$ cat src/rtl/interrupt_service_responder_if.sv
// Handshake bundle between the interrupt controller (master) and the service responder (slave).
interface interrupt_service_responder_if #(
   parameter int unsigned NINTR = 4
);
   localparam int unsigned VW = $clog2(NINTR);

   logic             irq;
   logic [NINTR-1:0] ack;
   logic [7:0]       svc_len;
   logic             done;
   logic [VW-1:0]    vector;
   logic             busy;
   logic             err;
   logic [15:0]      svc_count;
   logic [7:0]       preempt_count;

   modport master (
      output irq, ack, svc_len,
      input  done, vector, busy, err, svc_count, preempt_count
   );

   modport slave (
      input  irq, ack, svc_len,
      output done, vector, busy, err, svc_count, preempt_count
   );
endinterface

$ cat src/rtl/interrupt_service_responder.sv
// Services one granted interrupt at a time for svc_len cycles, supports preemption by a
// different grant, and reports completion, protocol errors and service/preemption counts.
module interrupt_service_responder #(
   parameter int unsigned NINTR = 4
) (
   input logic                          clk,
   input logic                          reset_n,
   interrupt_service_responder_if.slave bus
);
   localparam int unsigned VW  = $clog2(NINTR);
   localparam int unsigned CW  = 8;
   localparam int unsigned SCW = 16;
   localparam int unsigned PCW = 8;

   typedef enum logic [3:0] {
      S_IDLE    = 4'b0001,
      S_DECODE  = 4'b0010,
      S_SERVICE = 4'b0100,
      S_DONE    = 4'b1000
   } state_t;

   state_t           r_state;
   logic [CW-1:0]    r_cnt;
   logic [VW-1:0]    r_vector;
   logic             r_done;
   logic             r_busy;
   logic             r_err;
   logic [SCW-1:0]   r_svc_count;
   logic [PCW-1:0]   r_preempt_count;

   logic             w_ack_onehot;
   logic [VW-1:0]    w_ack_idx;
   logic [CW-1:0]    w_load_len;
   logic             w_preempt;

   // Single-bit-set test: nonzero and clearing the lowest set bit leaves nothing.
   assign w_ack_onehot = (bus.ack != '0) && ((bus.ack & (bus.ack - NINTR'(1))) == '0);
   assign w_load_len   = (bus.svc_len == '0) ? CW'(1) : bus.svc_len;
   assign w_preempt    = bus.irq && w_ack_onehot && (w_ack_idx != r_vector);

   // Binary index of the set ack bit; only meaningful when ack is one-hot.
   always_comb begin
      w_ack_idx = '0;
      for (int i = 0; i < int'(NINTR); i++) begin
         if (bus.ack[i]) begin
            w_ack_idx = VW'(i);
         end
      end
   end

   always_ff @(posedge clk or negedge reset_n) begin
      if (!reset_n) begin
         r_state         <= S_IDLE;
         r_cnt           <= '0;
         r_vector        <= '0;
         r_done          <= 1'b0;
         r_busy          <= 1'b0;
         r_err           <= 1'b0;
         r_svc_count     <= '0;
         r_preempt_count <= '0;
      end else begin
         r_done <= 1'b0;
         case (r_state)
            S_IDLE: begin
               if (bus.irq) begin
                  if (w_ack_onehot) begin
                     r_vector <= w_ack_idx;
                     r_state  <= S_DECODE;
                     r_busy   <= 1'b1;
                  end else begin
                     r_err <= 1'b1;
                  end
               end
            end
            S_DECODE: begin
               r_cnt   <= w_load_len;
               r_state <= S_SERVICE;
            end
            S_SERVICE: begin
               // Withdrawn request aborts; preemption outranks a coincident expiry.
               if (!bus.irq) begin
                  r_err   <= 1'b1;
                  r_state <= S_IDLE;
                  r_busy  <= 1'b0;
               end else if (w_preempt) begin
                  r_vector <= w_ack_idx;
                  r_cnt    <= w_load_len;
                  if (r_preempt_count != {PCW{1'b1}}) begin
                     r_preempt_count <= r_preempt_count + PCW'(1);
                  end
               end else begin
                  if (!w_ack_onehot) begin
                     r_err <= 1'b1;
                  end
                  if (r_cnt == CW'(1)) begin
                     r_done      <= 1'b1;
                     r_svc_count <= r_svc_count + SCW'(1);
                     r_state     <= S_DONE;
                  end
                  r_cnt <= r_cnt - CW'(1);
               end
            end
            S_DONE: begin
               // Wait for the controller to drop irq so one grant is serviced once.
               if (!bus.irq) begin
                  r_state <= S_IDLE;
                  r_busy  <= 1'b0;
               end
            end
            default: begin
               r_state <= S_IDLE;
               r_busy  <= 1'b0;
            end
         endcase
      end
   end

   assign bus.done          = r_done;
   assign bus.vector        = r_vector;
   assign bus.busy          = r_busy;
   assign bus.err           = r_err;
   assign bus.svc_count     = r_svc_count;
   assign bus.preempt_count = r_preempt_count;
endmodule

$ cat src/flat_wrapper.sv
// flat-port wrapper written by rule: the top's interface ports become plain ports
module interrupt_service_responder_flat 
#(
   parameter int unsigned NINTR = 4
)
  (clk, reset_n, bus_irq, bus_ack, bus_svc_len, bus_done, bus_vector, bus_busy, bus_err, bus_svc_count, bus_preempt_count);
  interrupt_service_responder_if #(.NINTR(NINTR)) bus_i ();
  input logic clk;
  input logic reset_n;
  input wire logic [$bits(bus_i.irq)-1:0] bus_irq;
  input wire logic [$bits(bus_i.ack)-1:0] bus_ack;
  input wire logic [$bits(bus_i.svc_len)-1:0] bus_svc_len;
  output wire logic [$bits(bus_i.done)-1:0] bus_done;
  output wire logic [$bits(bus_i.vector)-1:0] bus_vector;
  output wire logic [$bits(bus_i.busy)-1:0] bus_busy;
  output wire logic [$bits(bus_i.err)-1:0] bus_err;
  output wire logic [$bits(bus_i.svc_count)-1:0] bus_svc_count;
  output wire logic [$bits(bus_i.preempt_count)-1:0] bus_preempt_count;
  assign bus_i.irq = bus_irq;
  assign bus_i.ack = bus_ack;
  assign bus_i.svc_len = bus_svc_len;
  assign bus_done = bus_i.done;
  assign bus_vector = bus_i.vector;
  assign bus_busy = bus_i.busy;
  assign bus_err = bus_i.err;
  assign bus_svc_count = bus_i.svc_count;
  assign bus_preempt_count = bus_i.preempt_count;
  interrupt_service_responder #(.NINTR(NINTR)) u_core (.clk(clk), .reset_n(reset_n), .bus(bus_i));
endmodule
$ cat config.mk
export PLATFORM = sky130hd
export DESIGN_NAME = interrupt_service_responder_flat
export DESIGN_NICKNAME = d
export VERILOG_FILES = /design/src/rtl/interrupt_service_responder_if.sv /design/src/rtl/interrupt_service_responder.sv /design/src/flat_wrapper.sv
export SDC_FILE = /design/constraint.sdc
export NUM_CORES = 1
export LEC_CHECK = 0
export CAP_MARGIN = 15
export CORE_ASPECT_RATIO = 1.1
export CORE_MARGIN = 4
export CORE_UTILIZATION = 45
export DETAILED_ROUTE_END_ITERATION = 12
export DONT_BUFFER_PORTS = 1
export PLACE_DENSITY_LB_ADDON = 0.1
export SLEW_MARGIN = 20
export SYNTH_ARGS = -nofsm -noshare
export SYNTH_HDL_FRONTEND = slang
export SYNTH_SLANG_ARGS = --single-unit
$ cat constraint.sdc
create_clock -name clk -period 2.7 [get_ports clk]
set_clock_uncertainty 0.2 [all_clocks]
set_input_delay 0.405 -clock clk [delete_from_list [all_inputs] [get_ports clk]]
set_output_delay 0.405 -clock clk [all_outputs]
set_load 0.05 [all_outputs]
==> results of run 1 <==
-- area by class of cell --
type,instances,share of cell area [%]
repair buffers,18,5.985
well taps,56,2.793
clock inverters,3,0.6983
clock buffers,5,2.743
inverters,7,1.047
flip-flops and latches,41,40.95
multi-input cells,170,45.79
-- routing by layer --
| layer | GRT usage (%) | routed length (µm) | share of wire (%) |
|---|---|---|---|
| met3 | 5.263 | 316 | 6.1 |
| met5 | 0 | 0 | 0 |
| met2 | 31.01 | 2608 | 50 |
| met4 | 4.804 | 64 | 1.2 |
| met1 | 21.95 | 2182 | 42 |
-- sequential cells by signal, summed over array words and instances (netlist names) --
signal and flops:
u_core.r_state 4, u_core.bus.svc_count 16, u_core.bus.vector 2, u_core.bus.preempt_count 8, u_core.bus.err 1, u_core.bus.done 1
u_core.r_cnt 8, u_core.bus.busy 1
-- per-stage QoR --
stage | hold WS [ns] | area [µm²] | setup WS (ns) | cells
4_1_cts | 0.01245 | 2509 | 0.4126 | 300
5_1_grt | 0.01545 | 2509 | 0.2569 | 300
6_report | 0.02014 | 2509 | 0.4306 | 300
3_3_place_gp | -0.08900 | 2392 | 0.4255 | 290
3_5_place_dp | -0.08875 | 2392 | 0.3611 | 290
2_1_floorplan | -0.09059 | 2227 | 0.3853 | 224
-- repair_timing --
item / CTS / global route
hold endpoints to repair: 41 / 0
hold buffers: 2 / 0
setup endpoints to repair: 0 / 0
-- cell usage after synthesis (2+ instances only) --
master | instances | area share (%)
nor2b_1 | 3 | 0.84
ha_1 | 4 | 2.2
nand2_1 | 12 | 2.0
buf_2 | 2 | 0.45
and2_1 | 4 | 1.1
xnor2_1 | 16 | 6.3
mux2i_1 | 3 | 1.3
a31o_2 | 2 | 0.79
inv_1 | 7 | 1.2
nor4_1 | 2 | 0.56
a211oi_1 | 3 | 1.0
and4_1 | 3 | 1.2
dfrtp_1 | 40 | 45
and3_1 | 6 | 1.7
xor2_1 | 6 | 2.4
nand4_1 | 8 | 2.2
clkbuf_1 | 4 | 0.67
o21ai_0 | 10 | 2.2
a2bb2oi_1 | 2 | 0.79
nor3_1 | 7 | 1.6
o22ai_1 | 3 | 0.84
nand2b_1 | 8 | 2.2
mux2_2 | 3 | 1.5
nor2_1 | 15 | 2.5
a21oi_1 | 8 | 1.8
nor4b_1 | 2 | 0.79
nand3_1 | 14 | 3.1
o32ai_1 | 4 | 1.6
nand4b_1 | 2 | 0.79
o211ai_1 | 2 | 0.67
-- final timing paths --
path	from	endpoint	slack, ns	cells past startpoint
setup / recovery	u_core.bus.vector[0]	u_core.bus.svc_count[10]	0.43	6
hold / removal	bus_irq	u_core.r_state[1]	0.02	2
setup reg to reg	u_core.bus.vector[0]	u_core.bus.svc_count[10]	0.43	6
hold reg to reg	u_core.r_cnt[4]	u_core.r_cnt[4]	0.39	2
max in group asynchronous	reset_n	u_core.r_state[0]	1.67	2
min in group asynchronous	reset_n	u_core.r_cnt[1]	0.38	2
-- where the power goes --
part | switching [W] | internal, W
clock network | 0.000221 | 0.000179
logic | 0.000339 | 0.000231
registers | 0.000197 | 0.000730
-- layout by cell type, fill, tap and decap left out, types with 8 or more instances in the layout --
master / synthesis / final
dfrtp_1: 40 / 40
xnor2_1: 16 / 16
buf_4: 0 / 16
nor2_1: 15 / 15
nand3_1: 14 / 14
nand2_1: 12 / 12
o21ai_0: 10 / 10
nand2b_1: 8 / 8
a21oi_1: 8 / 8
nand4_1: 8 / 8
-- cell families (layout without fill, tap and decap cells) --
| group | after synthesis | after routing | share of synthesized area, % |
|---|---|---|---|
| buffers and inverters | 13 | 33 | 2.303 |
| XOR/XNOR | 22 | 22 | 8.651 |
| multiplexers | 6 | 6 | 2.865 |
| adder cells (fa/ha/maj) | 4 | 4 | 2.247 |
| AND/OR/NAND/NOR | 93 | 93 | 24.10 |
| flip-flops | 41 | 41 | 46.12 |
| AO/OA/AOI/OAI | 45 | 45 | 13.71 |
==> impl_metrics.ini, run 1 <==
[run_status]
status = finished, final reports clean

[clock_tree]
cts_tree = built
insertion_delay_ns = 0.30
cts_resized = 0
htree_levels = 2
clock_path_buffers = 2
clkSlewWorstSetupHoldPaths_ns = 0.09
clockRootBuffer = clkbuf_8
cts_sinks = 41
postCtsSetupBuffers = 0
cts_buffers = 5

[critical_path]
crit_path_cell_trace = nand2b_1 > a32o_1 > a21o_1 > nor2_1 > nand4_1 > xnor2_1
cp-start-kind = flop
crit_buf_inv = 0
worstSetupPathType = reg2reg
cp_top_family = simple AND/OR/NAND/NOR gates
crit_path_end_kind = flop
worstPathMaxFanout = 9
worstPathRequired_ns = 2.66
slowest_stage = nor2_1
cp.arrival_ns = 2.23
max_stage_delay_ns = 0.48

[die]
io_pins = 44
initial_core_util_pct = 47.21
die_x_um = 75.08
row_count = 26
core_area_mm2 = 0.004717
die_height_um = 81.79
die_area_mm2 = 0.006140

[logic_synthesis]
syn_nets = 243
synth_ff_type = dfrtp_1
syn_area_mm2 = 0.002227
avgSynthCellArea_um2 = 9.943
syn_inst = 224
synth_cell_types = 49
ys_warn_count = 0
ys_ff_latch = 41
synth-edff-count = 0
ys_seq_area_share_pct = 46.12
ys_async_sr_fraction_pct = 100.0

[drt]
totalWireLength_mm = 5.172
drtIter0Drc = 98
ant_nets = 0
routedWlPerCell_um = 17.24
vias_per_cell = 6.033
route.detailed.drc = 0
drtPass1Iterations = 4
num_vias = 1810

[global_route]
grt_max_degree = 42
grt_pass1_vias = 1833
overflow = 0
antenna_found_initial = 0
grt_pass1_wl_mm = 8.528
grt_use_total_pct = 18.08

[pwr]
p_per_area_mw_per_mm2 = 755.7
p_total_w = 0.001896
leakagePower_nw = 1.119
irDropWorstVdd_mv = 0.4071

[sta]
fmax_ghz = 0.4407
finalSetupTns_ns = 0
timing.final.crit_share_pct = 84.05
fin_crit_ns = 2.269
worstMarginPinSlew_ns = 0.5777
hold_viol = 0
setup_viol = 0
rsz0062_at_grt = no
report.final.slew_viol_count = 0
slew_headroom_pct = 61.49

[hold_path]
hold_class = in2reg

[placement]
gp_congestion = 0.8339
portBuffers = 0
hpwl_mm = 3.759

[final_layout]
syn_to_final_growth_pct = 12.64
final-seq-area_mm2 = 0.001027
final_util_pct = 53.18
fillers = 434
multi_input_area_mm2 = 0.001149
layout-drive-gt1-share_pct = 14.34
nets = 262
n_antenna_cell = 0

[flow_run]
maxCapViolCount = 0
Note: power is estimated with default switching activity, not from simulation.
==> run 2, diff against run 1 <==
Settings changed: ABC_AREA from default to 1.
Clock period 2.7 ns to 2.05 ns, I/O delays scaled along.
==> run 2 against run 1 <==
  * Fmax increased by 22%
  * Wire length increased by 15%
  * Sequential share of layout area decreased by 7.3 points
  * Synthesized cell count increased by 67%
  * Synthesized area increased by 19%
  * Hold slack got worse by 0.0020 ns
  * Critical endpoint is now u_core.r_state[0]
  * Count of clock-buffer cells in the layout increased by 3
  * Sequential cell count unchanged
  * Setup slack got worse by 0.24 ns
==> impl_metrics.ini, run 2 <==
[run_status]
status = finished, final reports clean

[pwr]
leakagePower_nw = 1.694
irDropWorstVdd_mv = 0.5109
p_per_area_mw_per_mm2 = 945.4

[critical_path]
crit_path_cell_trace = inv_1 > nand2_1 > inv_1 > nand2_1 > inv_1 > nand2_4 > nand2_4 > inv_2 > nand2_1 > nor2_1 > o21ai_0 > nand2_1
cp-start-kind = flop
r2r_start = u_core.r_state[0]
cp.arrival_ns = 1.90
reg2reg_slack_ns = 0.19
slowest_stage = dfstp_2
crit_path_end_kind = flop
r2r_end = u_core.r_state[0]
worstPathRequired_ns = 2.09
ff2ff_path_depth = 12
max_stage_delay_ns = 0.55
worstSetupPathType = reg2reg
crit_buf_inv = 4
cp_top_family = simple AND/OR/NAND/NOR gates
cpMostUsedCell = nand2_1
crit_cells = 12
worstPathMaxFanout = 9

[final_layout]
fillers = 594
final-seq-area_mm2 = 0.001027
final_common_cell = nand2_1
syn_to_final_growth_pct = 15.13
design_area_mm2 = 0.003055
largest_reg_flops = 16
nets = 427
mostFrequentLayoutCells = nand2_1, inv_1, nand3_1
multi_input_area_mm2 = 0.001391
n_antenna_cell = 0
layout-drive-gt1-share_pct = 13.45

[sta]
setup_ws_ns = 0.1880
hold_viol = 0
fin_crit_ns = 1.862
finalSetupTns_ns = 0
timing.final.crit_share_pct = 90.83
slew_headroom_pct = 65.29
rsz0062_at_grt = no
worstMarginPinSlew_ns = 0.5207
report.final.slew_viol_count = 0
hold-worst-slack_ns = 0.01815
fmax_ghz = 0.5371
setup_viol = 0

[global_route]
antenna_found_initial = 0
grt_pass1_wl_mm = 10.58
grt_max_degree = 42
grt_pass1_vias = 2391
grt_use_total_pct = 18.60
overflow = 0

[drt]
route.detailed.drc = 0
drtIter0Drc = 70
drtPass1Iterations = 4
routedWlPerCell_um = 12.24
ant_nets = 0
totalWireLength_mm = 5.950
num_vias = 2417
vias_per_cell = 4.973

[logic_synthesis]
ys_warn_count = 0
synth_ff_type = dfrtp_1
synth_top_cell_area_share_pct = 37.72
synth_common_cells = nand2_1, inv_1, nand3_1
syn_nets = 394
synthTopCellsByArea = dfrtp_1, nand2_1, nand3_1
syn_area_mm2 = 0.002654
syn_inst = 375
ys_async_sr_fraction_pct = 100.0
synth-edff-count = 0
yosysMostFrequentCell = nand2_1
synth_cell_types = 25
ys_seq_area_share_pct = 38.71
ys_ff_latch = 41
synth_top_cell_by_area = dfrtp_1
avgSynthCellArea_um2 = 7.077

[hold_path]
hold_path_end = u_core.r_state[3]
hold_class = in2reg
min-delay-start = bus_irq
hold_path_depth = 2

[die]
initial_core_util_pct = 46.29
row_count = 29
die_x_um = 81.22
io_pins = 44
die_height_um = 88.54
core_area_mm2 = 0.005733
die_area_mm2 = 0.007191

[clock_tree]
cts_sinks = 41
clock_path_buffers = 2
cts_tree = built
clkSlewWorstSetupHoldPaths_ns = 0.08
insertion_delay_ns = 0.29
cts_resized = 0
htree_levels = 2
cts_buffers = 5
clockRootBuffer = clkbuf_8

[placement]
gp_congestion = 0.8607
placed_cell_area_mm2 = 0.002928
post-place-ws_ns = 0.2037
hpwl_mm = 4.518
portBuffers = 0

[flow_run]
maxCapViolCount = 0
[run 2: metal layers]
layer | global-route usage, % | vias up | wire length [µm]
met5 | 0 | - | 0
met4 | 5.991 | 0 | 80
met3 | 4.379 | 6 | 285
met2 | 31.59 | 53 | 2788
met1 | 23.32 | 1106 | 2796
li1 | - | 1252 | -
[run 2: power breakdown]
part / total (W) / leakage (nW) / switching [W] / internal (W)
clock network: 0.000543 / 0.0455 / 0.000268 / 0.000275
registers: 0.00115 / 0.527 / 0.000173 / 0.000975
logic: 0.00120 / 1.12 / 0.000800 / 0.000398
[run 2: area by class of cell]
cell class / instances / area share, %
Clock buffer: 8 / 2.948
Inverter: 52 / 6.388
Multi-Input combinational cell: 277 / 45.54
Sequential cell: 41 / 33.62
Tap cell: 77 / 3.153
Timing Repair Buffer: 31 / 8.354
[run 2: cells by family after synthesis]
logic type                 count (synthesis)  synth area share (%)
DFF                                       41                 38.71
buffers and inverters                     57                 8.864
xor gates and xnor gates                  17                 5.611
AOI/OAI and AO/OA                         10                 2.122
and+or+nand+nor                          246                 42.81
adders and majority gates                  4                 1.886
[run 2: how the worst max path moves through the flow]
stage / from / to / slack, ns
3_5_place_dp: u_core.r_state[0] / u_core.bus.busy / 0.20
4_1_cts: u_core.r_state[0] / u_core.bus.busy / 0.19
2_1_floorplan: u_core.bus.svc_count[0] / u_core.bus.svc_count[10] / 0.06
6_report: u_core.r_state[0] / u_core.r_state[0] / 0.19
3_3_place_gp: u_core.r_cnt[1] / u_core.r_state[2] / 0.25
5_1_grt: u_core.r_state[1] / u_core.bus.preempt_count[4] / 0.003
[run 2: per-stage QoR]
stage	utilization (%)	power (W)	instances
after CTS	53.30	0.002920	486
after global routing	53.30	0.003131	486
after floorplan	-	0.002077	375
final	53.30	0.002889	486
after global placement	51.07	0.002324	476
after detailed placement	51.07	0.002335	476
[run 2: repair_timing]
item                                   4_1_cts  5_1_grt
endpoints found under the hold margin       41        0
setup buffers                                0        0
hold buffers                                 2        0
==> run 3, diff against run 2 <==
Settings changed: CORE_UTILIZATION 45 to 51.
==> run 3 against run 2 <==
  * Sequential cell count is the same
  * Count of clock-buffer cells in the layout shrank 2
  * Final area shrank 1.5%
  * Register-to-register slack gained 0.06 ns
  * Non-clock buffer count shrank 1
  * Final cell count shrank 4.1%
  * Highest routed layer unchanged
==> impl_metrics.ini, run 3 (synthesis gave the netlist of run 2 again) <==
[final_layout]
largest_reg_flops = 16
nets = 426
syn_to_final_growth_pct = 13.39
mostFrequentLayoutCells = nand2_1, inv_1, nand3_1
final_common_cell = nand2_1
layout-drive-gt1-share_pct = 13.48
n_antenna_cell = 0

[pwr]
switching_share_pct = 43.46
leakagePower_nw = 1.685
irDropWorstVdd_mv = 0.5378
seqPwrFrac_pct = 40.0
p_int_w = 0.001610
combinationalPowerShare_pct = 41.7
clkPwrFrac_pct = 18.2
p_sw_w = 0.001237
p_per_area_mw_per_mm2 = 946.2

[placement]
gp_congestion = 0.8812
portBuffers = 0
hpwl_mm = 4.366

[drt]
ant_nets = 0
dr_wl_met3_um = 243
wl_met2_mm = 2.857
num_vias = 2375
vias_per_cell = 5.097
totalWireLength_mm = 5.763
drtPass1Iterations = 4
wl_met1_mm = 2.560
drtIter0Drc = 88
route.detailed.drc = 0
highest-signal-layer = met4
routedWlPerCell_um = 12.37

[hold_path]
hold_class = in2reg

[die]
die_height_um = 83.66
initial_core_util_pct = 52.72
io_pins = 44
row_count = 27
core_area_mm2 = 0.005034
die_area_mm2 = 0.006423
die_x_um = 76.78

[sta]
fin_crit_ns = 1.802
rsz0062_at_grt = no
fmax_ghz = 0.5550
setup_viol = 0
finalSetupTns_ns = 0
slew_headroom_pct = 63.23
report.final.slew_viol_count = 0
hold-worst-slack_ns = 0.03148
hold_viol = 0
worstMarginPinSlew_ns = 0.5515
timing.final.crit_share_pct = 87.89

[global_route]
grt_pass1_wl_mm = 10.31
antenna_found_initial = 0
grt_pass1_vias = 2323
grt_use_total_pct = 19.49
overflow = 0
grt_max_degree = 42

[critical_path]
crit_path_end_kind = flop
cp-start-kind = flop
worstPathRequired_ns = 2.04
cp.arrival_ns = 1.79
worstPathMaxFanout = 18
worstSetupPathType = reg2reg

[run_status]
status = finished, final reports clean

[clock_tree]
clock_path_buffers = 2
cts_buffers = 5
cts_tree = built
postCtsSetupBuffers = 0
htree_levels = 2
clockRootBuffer = clkbuf_8
clkSlewWorstSetupHoldPaths_ns = 0.08
insertion_delay_ns = 0.29
cts_sinks = 41

[flow_run]
maxCapViolCount = 0
==> run 3: cell count changes in the layout (fill, tap and decap cells not counted), sizes merged <==
cell / before / now
buf: 30 / 29
clkbuf: 8 / 6
clkinv: 0 / 2
==> run 3: final timing paths <==
path                                    from                       to  slack [ns]  cells past startpoint
hold reg to reg            u_core.r_state[0]        u_core.r_state[0]        0.28                      2
setup reg to reg           u_core.r_state[1]  u_core.bus.svc_count[4]        0.25                      9
min in group asynchronous            reset_n           u_core.bus.err        0.27                      2
max in group asynchronous            reset_n        u_core.r_state[0]        1.11                      2
hold / removal                       bus_irq        u_core.r_state[3]        0.03                      2
setup / recovery           u_core.r_state[1]  u_core.bus.svc_count[4]        0.25                      9
==> run 3: area by class of cell <==
class                   instances  area (µm²)
flip-flops and latches         41        1027
clock buffers                   6       72.57
well taps                      58       72.57
fillers                       497        2024
inverters                      52       195.2
repair buffers                 30       240.2
clock inverters                 2       10.01
multi-input cells             277        1391
==> run 3: repair_timing <==
item	CTS	global route
resized for setup	0	0
endpoints found under the hold margin	41	0
hold buffers	2	0
==> run 3: routing by layer <==
metal / vias up / track usage [%]
li1: 1242 / -
met4: 0 / 7.414
met2: 32 / 32.81
met1: 1093 / 24.21
met3: 8 / 4.320
met5: - / 0
==> run 3: power by group through the flow <==
stage          clock network (W)  logic [W]  registers (W)
2_1_floorplan                  0   0.000802        0.00127
3_3_place_gp                   0    0.00116        0.00115
3_5_place_dp                   0    0.00117        0.00116
4_1_cts                 0.000538    0.00120        0.00114
5_1_grt                 0.000570    0.00138        0.00116
6_report                0.000519    0.00119        0.00114
==> run 3: metrics by stage <==
step / setup slack, ns / total power (W) / utilization, % / area, µm² / instances
after floorplan: 0.06273 / 0.002077 / - / 2654 / 375
after global placement: 0.2715 / 0.002310 / 57.54 / 2897 / 456
after detailed placement: 0.2646 / 0.002330 / 57.54 / 2897 / 456
after CTS: 0.2445 / 0.002880 / 59.78 / 3009 / 466
after global routing: 0.05930 / 0.003108 / 59.78 / 3009 / 466
final: 0.2482 / 0.002847 / 59.78 / 3009 / 466
==> run 3: critical path: stages, from the launching register on <==
cell and delay (ns):
dfrtp_1 0.42, inv_1 0.07, nand2_1 0.05, inv_1 0.06
nand2_1 0.06, inv_1 0.15, buf_4 0.27, nand4_2 0.23
nand2_1 0.12, nand2_1 0.06
